`config.mk`:
```
export PLATFORM = sky130hd
export DESIGN_NAME = mmio_rr_arbiter
export DESIGN_NICKNAME = d
export VERILOG_FILES = /design/src/rtl/mmio_arb_pkg.sv /design/src/rtl/rr_arbiter.sv /design/src/rtl/mmio_rr_arbiter.sv
export SDC_FILE = /design/constraint.sdc
export NUM_CORES = 1
export LEC_CHECK = 0
export CORE_AREA = 2 2 122 124
export CTS_BUF_LIST = sky130_fd_sc_hd__clkbuf_16
export DETAILED_ROUTE_END_ITERATION = 16
export DIE_AREA = 0 0 124 126
export PLACE_DENSITY = 0.82
export SYNTH_ARGS = -nofsm -noshare
export SYNTH_HDL_FRONTEND = slang
export SYNTH_SLANG_ARGS = --single-unit
```
`constraint.sdc`:
```
create_clock -name clk -period 2.5 [get_ports clk]
set_clock_uncertainty 0.1 [all_clocks]
set_input_delay 0.5 -clock clk [delete_from_list [all_inputs] [get_ports clk]]
set_output_delay 0.5 -clock clk [all_outputs]
set_load 0.005 [all_outputs]
```
`src/rtl/mmio_arb_pkg.sv`:
```
// mmio_arb_pkg: shared response codes and FSM state encoding for the MMIO round-robin arbiter
package mmio_arb_pkg;
  localparam logic [1:0] RESP_OKAY   = 2'd0;
  localparam logic [1:0] RESP_SLVERR = 2'd2;
  localparam logic [1:0] RESP_DECERR = 2'd3;
  typedef enum logic [2:0] {IDLE, RD_ADDR, RD_DATA, WR_ADDR, WR_RESP, RSP} state_t;
endpackage

```
`src/rtl/rr_arbiter.sv`:
```
// rr_arbiter: combinational round-robin pick of the first requester after the last grant
module rr_arbiter #(
  parameter int N = 2
) (
  input  logic [N-1:0]         req,
  input  logic [$clog2(N)-1:0] last,
  output logic [N-1:0]         grant,
  output logic [$clog2(N)-1:0] grant_idx
);
  // scan from farthest to nearest so the nearest requester after last wins
  always_comb begin
    grant = '0;
    grant_idx = '0;
    for (int k = N; k >= 1; k--) begin
      if (req[(int'(last) + k) % N]) begin
        grant = '0;
        grant[(int'(last) + k) % N] = 1'b1;
        grant_idx = $clog2(N)'((int'(last) + k) % N);
      end
    end
  end
endmodule

```
`src/rtl/mmio_rr_arbiter.sv`:
```
// mmio_rr_arbiter: round-robin sharing of one AXI-lite MMIO target among NUM_REQ cmd/rsp requesters
module mmio_rr_arbiter
  import mmio_arb_pkg::*;
#(
  parameter int          NUM_REQ    = 2,
  parameter logic [31:0] ADDR_LIMIT = 32'h2000
) (
  input  logic                  clk,
  input  logic                  rst,
  input  logic [NUM_REQ-1:0]    req_valid,
  output logic [NUM_REQ-1:0]    req_ready,
  input  logic [NUM_REQ-1:0]    req_write,
  input  logic [NUM_REQ*32-1:0] req_addr,
  input  logic [NUM_REQ*32-1:0] req_wdata,
  output logic [NUM_REQ-1:0]    rsp_valid,
  input  logic [NUM_REQ-1:0]    rsp_ready,
  output logic [31:0]           rsp_rdata,
  output logic [1:0]            rsp_resp,
  output logic                  arvalid,
  input  logic                  arready,
  output logic [31:0]           araddr,
  input  logic                  rvalid,
  output logic                  rready,
  input  logic [31:0]           rdata,
  input  logic [1:0]            rresp,
  output logic                  awvalid,
  input  logic                  awready,
  output logic [31:0]           awaddr,
  output logic                  wvalid,
  input  logic                  wready,
  output logic [31:0]           wdata,
  input  logic                  bvalid,
  output logic                  bready,
  input  logic [1:0]            bresp
);
  localparam int GW = $clog2(NUM_REQ);
  state_t state, state_n;
  logic [GW-1:0] last, g, gi;
  logic [NUM_REQ-1:0] grant, g_hot;
  logic [31:0] addr_q, wdata_q, sel_addr;
  logic accept, sel_write, sel_dec, aw_done, w_done;
  rr_arbiter #(.N(NUM_REQ)) u_rr (
    .req(req_valid),
    .last(last),
    .grant(grant),
    .grant_idx(gi)
  );
  assign sel_addr = req_addr[32*gi +: 32];
  assign sel_write = req_write[gi];
  assign sel_dec = sel_addr >= ADDR_LIMIT;
  assign accept = state == IDLE && |req_valid && !rst;
  assign req_ready = accept ? grant : '0;
  assign g_hot = NUM_REQ'(1) << g;
  assign aw_done = !awvalid || awready;
  assign w_done = !wvalid || wready;
  assign araddr = addr_q;
  assign awaddr = addr_q;
  assign wdata = wdata_q;
  // next-state: one transaction at a time, out-of-range addresses bypass the target
  always_comb begin
    state_n = state;
    unique case (state)
      IDLE:    if (|req_valid) state_n = sel_dec ? RSP : sel_write ? WR_ADDR : RD_ADDR;
      RD_ADDR: if (arready) state_n = RD_DATA;
      RD_DATA: if (rvalid) state_n = RSP;
      WR_ADDR: if (aw_done && w_done) state_n = WR_RESP;
      WR_RESP: if (bvalid) state_n = RSP;
      RSP:     if (rsp_ready[g]) state_n = IDLE;
      default: state_n = IDLE;
    endcase
  end
  // state register
  always_ff @(posedge clk) begin
    if (rst) state <= IDLE;
    else state <= state_n;
  end
  // registered command latch, target channel handshakes and response capture
  always_ff @(posedge clk) begin
    if (rst) begin
      last <= GW'(NUM_REQ - 1);
      g <= '0;
      addr_q <= '0;
      wdata_q <= '0;
      arvalid <= 1'b0;
      rready <= 1'b0;
      awvalid <= 1'b0;
      wvalid <= 1'b0;
      bready <= 1'b0;
      rsp_valid <= '0;
      rsp_rdata <= '0;
      rsp_resp <= RESP_OKAY;
    end else begin
      unique case (state)
        IDLE: if (accept) begin
          g <= gi;
          addr_q <= sel_addr;
          wdata_q <= req_wdata[32*gi +: 32];
          arvalid <= !sel_dec && !sel_write;
          awvalid <= !sel_dec && sel_write;
          wvalid <= !sel_dec && sel_write;
          if (sel_dec) begin
            rsp_valid <= grant;
            rsp_rdata <= '0;
            rsp_resp <= RESP_DECERR;
          end
        end
        RD_ADDR: if (arready) begin
          arvalid <= 1'b0;
          rready <= 1'b1;
        end
        RD_DATA: if (rvalid) begin
          rready <= 1'b0;
          rsp_valid <= g_hot;
          rsp_rdata <= rdata;
          rsp_resp <= rresp;
        end
        WR_ADDR: begin
          if (awready) awvalid <= 1'b0;
          if (wready) wvalid <= 1'b0;
          if (aw_done && w_done) bready <= 1'b1;
        end
        WR_RESP: if (bvalid) begin
          bready <= 1'b0;
          rsp_valid <= g_hot;
          rsp_rdata <= '0;
          rsp_resp <= bresp;
        end
        RSP: if (rsp_ready[g]) begin
          rsp_valid <= '0;
          last <= g;
        end
        default: ;
      endcase
    end
  end
endmodule
```
======== Yosys cells after proc, flatten, opt, wreduce, memory -nomap -nowiden ========
Cells that the tools add are included.
W data, S select, Z words.
storage, ports and cells
  input bits .............................. 177
  output and inout port bits .............. 139
  logic and storage cells ................. 132
  flip-flop bits (word level) ............. 110
cells by class
  multiplexer cells ....................... 58
  reductions and logical operators ........ 32
  add/subtract/negate cells ............... 2
  bitwise operators ....................... 2
  equality and inequality tests ........... 15
  $lt $le $gt $ge ......................... 7
  shift operators ......................... 3
operator list
  cell                    count
  $mux W32                4
  $shiftx A64 B7 Y32      2
  $pmux W32 S3            1
  $ge A32 B14 Y1 const B  1
  $mux W2                 13
  $mux W1                 23
  $mux W3                 7
  $ne A2 B2 Y1 const B    9
  $pmux W3 S6             1
  $reduce_and A3 Y1       5
  $reduce_and A6 Y1       2
  $pmux W1 S2             5
  $pmux W2 S4             1
  $reduce_bool A2 Y1      4
  $logic_and A1 B1 Y1     7
  $eq A3 B2 Y1 const B    2
  $eq A3 B3 Y1 const B    2
  $lt A2 B3 Y1 const B    2
  $pmux W2 S3             1
  $logic_not A1 Y1        5
  $reduce_and A5 Y1       1
  $ge A2 B1 Y1 const B    2
  $lt A1 B2 Y1 const B    2
  $reduce_and A2 Y1       2
  other kinds (11)        15

======== Longest topological paths before layout ========
  depth in word-level cells ............... 13
  mapped depth ............................ 7
  gate-level depth less buffers ........... 5

======== Hierarchy ========
A second synthesis with hierarchy kept.
second synthesis, totals
  cell total of the unflattened synthesis .. 593
  area, all modules ....................... 5372.7 um2
by module, submodules not included
  module           seq. area each (um2)  instances  cells an instance  area an instance (um2)
  mmio_rr_arbiter  2202.1                1          589                5346.4
  rr_arbiter       0.0                   1          4                  26.3

======== Worst setup path after synthesis ========
No wires, ideal clock.
  path type ............................... input to output
  start point ............................. in rst
  end point ............................... out req_ready[0]
  arrival ................................. 1.804 ns
  path buffers ............................ 3
  stages .................................. 6
  data required time ...................... 1.900 ns
  setup slack ............................. 0.096 ns
  cell sequence ........................... buf_6 or2_4 or4_4 clkbuf_1 clkbuf_1 nor2_1
between the ends
  longest elaborated chain between the ends .. 3
ends and longest elaborated chain
  item                 RTL line               text
  start, declared      mmio_rr_arbiter.sv:9   input logic rst,
  $logic_not A1 Y1     mmio_rr_arbiter.sv:51  assign accept = state == IDLE && |req_valid && !rst;
  $logic_and A1 B1 Y1  mmio_rr_arbiter.sv:51
  $mux W2              mmio_rr_arbiter.sv:52  assign req_ready = accept ? grant : '0;
  end, declared        mmio_rr_arbiter.sv:11  output logic [NUM_REQ-1:0] req_ready,
No other way between the ends.

======== Worst setup path in the final report ========
  start point ............................. in rst
  end point ............................... out req_ready[1]
Same word-level chain as after synthesis.

==> results.json <==
{
  "layout-drive-gt1-share": 0.0835,
  "die_y_um": 126,
  "core_sq_um": 14300,
  "grt_first_pass_wirelength_mm": 25.8,
  "ys_seq_area_frac": 0.458,
  "cp.arrival_ps": 1860,
  "maxCapViolCount": 0,
  "syn_area_per_cell_sq_um": 9.33,
  "routed_wl_mm": 17.8,
  "fin_crit_sh": 0.983,
  "period_needed_ps": 2460,
  "cp_slowest_cell": "or4_4",
  "die_w_um": 124,
  "ff2ff_setup_slack_ps": 190,
  "worst_pin_slew_ps": 551,
  "hp-start": "wdata[13]$_SDFFE_PP0P_",
  "synth_top_area_frac": 0.458,
  "final_nets": 986,
  "hpwl_mm": 14.0,
  "synthFlopType": "dfxtp_1",
  "grt_max_degree": 74,
  "end_kind": "primary output",
  "crit_family": "simple AND/OR/NAND/NOR gates",
  "whs_path_depth": 2,
  "slew_viol_final": 0,
  "vias": 4910,
  "status": "completed",
  "yosysUniqueCellTypes": 43,
  "rsz0062_at_grt": "no",
  "first_pass_iters": 4,
  "power_density_nw_per_um2": 759,
  "hp-class": "register to register",
  "syn-cell-area_sq_um": 4800,
  "setup-tns-final_ps": 0,
  "final_util": 0.586,
  "p_leak_uw": 0.00336,
  "io_buffers": 315,
  "ys_ff_latch": 110,
  "antenna_found_initial": 3,
  "timing.fmax_ghz": 0.407,
  "worstSetupPathType": "input pin to primary output",
  "synth_area_leaders": "dfxtp_1 46%, mux2i_1 13%, o21ai_0 7.4%, a22o_1 5.8%, nand2_1 5.5%",
  "drc": 0,
  "grt_usage": 0.218,
  "synthCells": 515,
  "place_area_sq_um": 8100,
  "first_iter_violations": 148,
  "root_buffer": "clkbuf_16",
  "rows": 44,
  "syn-num-nets": 692,
  "clk_latency_ps": 350,
  "cts_tree": "yes",
  "crit_path_cell_trace": "dlygate4sd2_1 -> or2_4 -> or4_4 -> nor2_4 -> buf_2",
  "gr-total-overflow": 0,
  "hold_viol": 0,
  "max_slew_margin": 0.632,
  "clock_sinks": 110,
  "grt_pass1_vias": 4788,
  "clockBufferDepth": 2,
  "synth-edff-count": 0,
  "synth.most_common_cell": "dfxtp_1",
  "reg2reg_depth": 7,
  "setup_viol": 0,
  "postRouteAntennaNets": 0,
  "crit_buf_inv": 2,
  "fin_hold_ws_ps": 352,
  "worstReg2RegStart": "state[2]$_SDFFE_PP0P_",
  "min_to": "wdata[13]$_SDFFE_PP0P_",
  "yosysWarnings": 0,
  "crit_fanout": 3,
  "synth-async-reset-ratio": 0,
  "areaGrowthSynthToFinish_pct": 74.7,
  "die_area_sq_um": 15600,
  "r2r-end": "rsp_rdata[22]$_SDFFE_PP0P_",
  "vdd_drop_max_mv": 0.400,
  "initial_core_util": 0.336,
  "h-tree-depth": 3,
  "required_ps": 1900,
  "tritoncts.num_buffers": 9,
  "clkTransAtPathRegs_ps": 80,
  "post-cts-setup-buffer-count": 0,
  "stdcell_area_sq_um": 8390,
  "place_congestion": 0.866,
  "synth_area_leader_cell": "dfxtp_1",
  "wl_per_cell_um": 17.8,
  "yosys-top-cells-count": "110 x dfxtp_1, 71 x o21ai_0, 70 x nand2_1",
  "critPathMaxStageDelay_ps": 590,
  "io_pins": 316,
  "crit_path_start_kind": "input pin",
  "viasPerCell": 4.91
}
[cells by family (layout without fill, tap and decap cells)]
logic type | Yosys count | in the layout | share of synthesized area
buffers and inverters | 71 | 370 | 0.0878
DFF | 110 | 110 | 0.458
AOI/OAI and AO/OA | 151 | 151 | 0.205
other | 0 | 2 | 0
muxes | 63 | 63 | 0.132
and+or+nand+nor | 120 | 120 | 0.117
[worst max path at each step]
| stage | start | end | slack, ps | cells after the start |
|---|---|---|---|---|
| 2_1_floorplan | rst | req_ready[0] | 100 | 6 |
| 3_3_place_gp | rst | req_ready[1] | -510 | 5 |
| 3_5_place_dp | rst | rsp_rdata[20]$_SDFFE_PP0P_ | -530 | 8 |
| 4_1_cts | rst | rsp_rdata[22]$_SDFFE_PP0P_ | 1 | 8 |
| 5_1_grt | req_valid[0] | req_ready[1] | 4 | 5 |
| 6_report | rst | req_ready[1] | 40 | 5 |
[cell type report]
type	count	area (sq um)
well taps	184	230
multi-input cells	334	2220
inverters	5	18.8
fillers	1271	5920
flip-flops and latches	110	2200
repair buffers	349	3450
diodes	2	5.00
clock inverters	7	48.8
clock buffers	9	225
[power by group]
part	internal (uW)	switching (uW)
clock network	683	678
logic	1530	1100
registers	2120	258
total	4340	2040
[flip-flops by register name, indices dropped and copies added (netlist names)]
register	cells
araddr	32
rsp_rdata	32
wdata	32
state	3
rsp_resp	2
rsp_valid	2
arvalid	1
awvalid	1
bready	1
g	1
last	1
rready	1
wvalid	1
[worst reg2reg max path, delay by kind of cell (launching register included)]
kind                   cells  cell delay (ps)
AND/OR/NAND/NOR            2              840
AO/OA/AOI/OAI              3              540
buffers and inverters      2              400
flip-flops                 1              320
[stage by stage]
step                      instances  power (uW)  setup slack [ps]
after detailed placement        982        5060              -533
after global routing            998        6730              3.86
after global placement          982        5020              -507
after CTS                       998        6440              1.32
after floorplan                 515        3580              96.5
final                          1000        6370              43.7
[cells in the final DEF, fill, tap and decap left out, types with 9 or more instances in the layout]
| cell | n |
|---|---|
| a21oi_1 | 17 |
| a22o_1 | 32 |
| buf_4 | 30 |
| clkbuf_16 | 9 |
| clkdlybuf4s50_1 | 311 |
| dfxtp_1 | 110 |
| mux2i_1 | 62 |
| nand2_1 | 70 |
| nand2b_1 | 9 |
| nor4_1 | 9 |
| o21ai_0 | 71 |
[repair_timing]
item,4_1_cts,5_1_grt
pin swaps,2,0
setup endpoints to repair,38,30
hold endpoints to repair,0,0
hold buffers,0,0
resized for setup,15,3
[routing by layer]
layer / routed length (um) / vias up / global-route usage
met5: 13 / - / 0
met4: 214 / 2 / 0.0509
met3: 1850 / 16 / 0.0788
met2: 9170 / 234 / 0.401
met1: 6530 / 2256 / 0.234
li1: - / 2402 / -
Note: power is estimated with default switching activity, not from simulation.
==> RTL change (same flow settings) <==
The 6 states of `state_t` get a one-hot encoding in 6 bits.
--- a/src/rtl/mmio_arb_pkg.sv
+++ b/src/rtl/mmio_arb_pkg.sv
@@ -3,6 +3,6 @@
   localparam logic [1:0] RESP_OKAY   = 2'd0;
   localparam logic [1:0] RESP_SLVERR = 2'd2;
   localparam logic [1:0] RESP_DECERR = 2'd3;
-  typedef enum logic [2:0] {IDLE, RD_ADDR, RD_DATA, WR_ADDR, WR_RESP, RSP} state_t;
+  typedef enum logic [5:0] {IDLE = 6'b000001, RD_ADDR = 6'b000010, RD_DATA = 6'b000100, WR_ADDR = 6'b001000, WR_RESP = 6'b010000, RSP = 6'b100000} state_t;
 endpackage
 
Behaviour: no difference found for any inputs over 4 cycles, from zero or initial values and one cycle with rst high; so few cycles prove little.
==> RTL change against the unedited design <==
- the flow now finishes with violations (negative setup slack)
- area after synthesis grew 12%
- final area rose by 19%
- setup slack lost 0.23 ns
- total power is 0.74% higher
- global-route usage up 2.2 points
- die area stayed put
- wire length grew 16%
- fmax shrank 8.6%
- sequential cell count grew 3
- critical path type is now flop to flop
- critical endpoint is now rsp_valid[0]$_SDFFE_PP0P_
- highest routed layer is now met4
==> RTL change: results (changes against the unedited design) <==
----------------------------------------------------
[Run status]
  Result of the run ... finished, violations left
  Violations in the final reports ... negative setup slack

[Layout]
  Number of logic inverters in the finished layout ... 6 (+1)
  Clock buffers and inverters, area share ... 0.0483 (+0.0156)
  Buffers outside the clock class ... 391 (+12%)
  #MultiIn Comb ... 400 (+20%)
  Fraction of layout cells with a size suffix above 1 ... 0.184 (+0.101)
  Area of the multi-input gates ... 2980 um^2 (+34%)

[Placed design]
  Cell count after placement ... 1074 (+9.4%)
  Half-perimeter wire length after placement ... 14300 um (+2.2%)

[Yosys]
  Register area share after synthesis ... 0.422 (-0.0367)
  Mapped Cells ... 605 (+17%)
  Flip-flop and latch count after synthesis ... 113 (+2.7%)
  Area share of xor/xnor cells in the synthesized design ... 0.00163 (+0.00163)
  Number of nets produced by synthesis ... 782 (+13%)
  Ranking of synthesized cells by instance count ... sky130_fd_sc_hd__dfxtp_1 (113), sky130_fd_sc_hd__nor2_1 (77), sky130_fd_sc_hd__mux2i_1 (66)

[CTS]
  Clock transition time at the flip-flop clock pins of the worst setup and hold paths ... 0.05 ns (-0.03 ns)

[Power and ir drop]
  Switching power summed over all nets ... 1.86 mW (-8.9%)
  Peak supply drop ... 0.473 mV (+18%)
  Internal power contribution ... 4.56 mW (+5.3%)
  Standby leakage power ... 3.64 nW (+8.3%)

[Hold path]
  Startpoint of the most critical hold path ... rst

[Timing]
  Setup TNS ... -1.99 ns (-1.99 ns)
  Smallest hold slack ... 0.267 ns (-0.0852 ns)
  Total of endpoints with negative setup slack in the final report ... 35 (+35)
  Final setup margin ... -0.188 ns (-0.231 ns)

[Setup path]
  Delay contributed by the slowest stage of the critical path ... 0.51 ns (-0.08 ns)
  Reg2reg end ... rsp_valid[0]$_SDFFE_PP0P_
  Max stage delay cell, worst path ... sky130_fd_sc_hd__or4b_4

[Route]
  Detailed route wirelength on metal2 ... 10100 um (+9.8%)
  Met3 WL ... 1690 um (-8.7%)
  Average vias per placed instance ... 5.24 (+6.7%)
  Count of routing violations after the opening detailed-route iteration ... 316 (+110%)
  Routed wire per std cell ... 18.3 um (+2.8%)
  Met1 WL ... 7910 um (+21%)
  Total via count in the routed design ... 5889 (+20%)
  Top Metal Used ... met4

[GRT]
  Pin count of the biggest net entering global routing ... 65 (-12%)
  Global-route wire length before repair ... 28900 um (+12%)

----------------------------------------------------
[RTL change: changes by cell type after synthesis, moves of 9 or more]
cell                       change
sky130_fd_sc_hd__nor2_1       +69
sky130_fd_sc_hd__o21ai_0      -66
sky130_fd_sc_hd__a211oi_1     +62
sky130_fd_sc_hd__nand2_1      -59
sky130_fd_sc_hd__nand3_1      +33
sky130_fd_sc_hd__a22o_1       -32
sky130_fd_sc_hd__o211ai_1     +32
sky130_fd_sc_hd__a21oi_1      +28
sky130_fd_sc_hd__clkbuf_1     +16
sky130_fd_sc_hd__buf_2         +9
[RTL change: cells by family (layout without fill, tap and decap cells)]
family / Yosys count / count (layout)
AND/OR/NAND/NOR: 168 / 168
AO/OA/AOI/OAI: 163 / 163
flip-flops: 113 / 113
buffers and inverters: 92 / 427
multiplexers: 68 / 68
XOR/XNOR: 1 / 1
[RTL change: repair_timing]
action / in CTS / in global routing
resized for setup: 19 / 73
pin swaps: 6 / 65
endpoints found under the setup margin: 38 / 51
gates cloned: 0 / 9
buffers inserted: 2 / 9
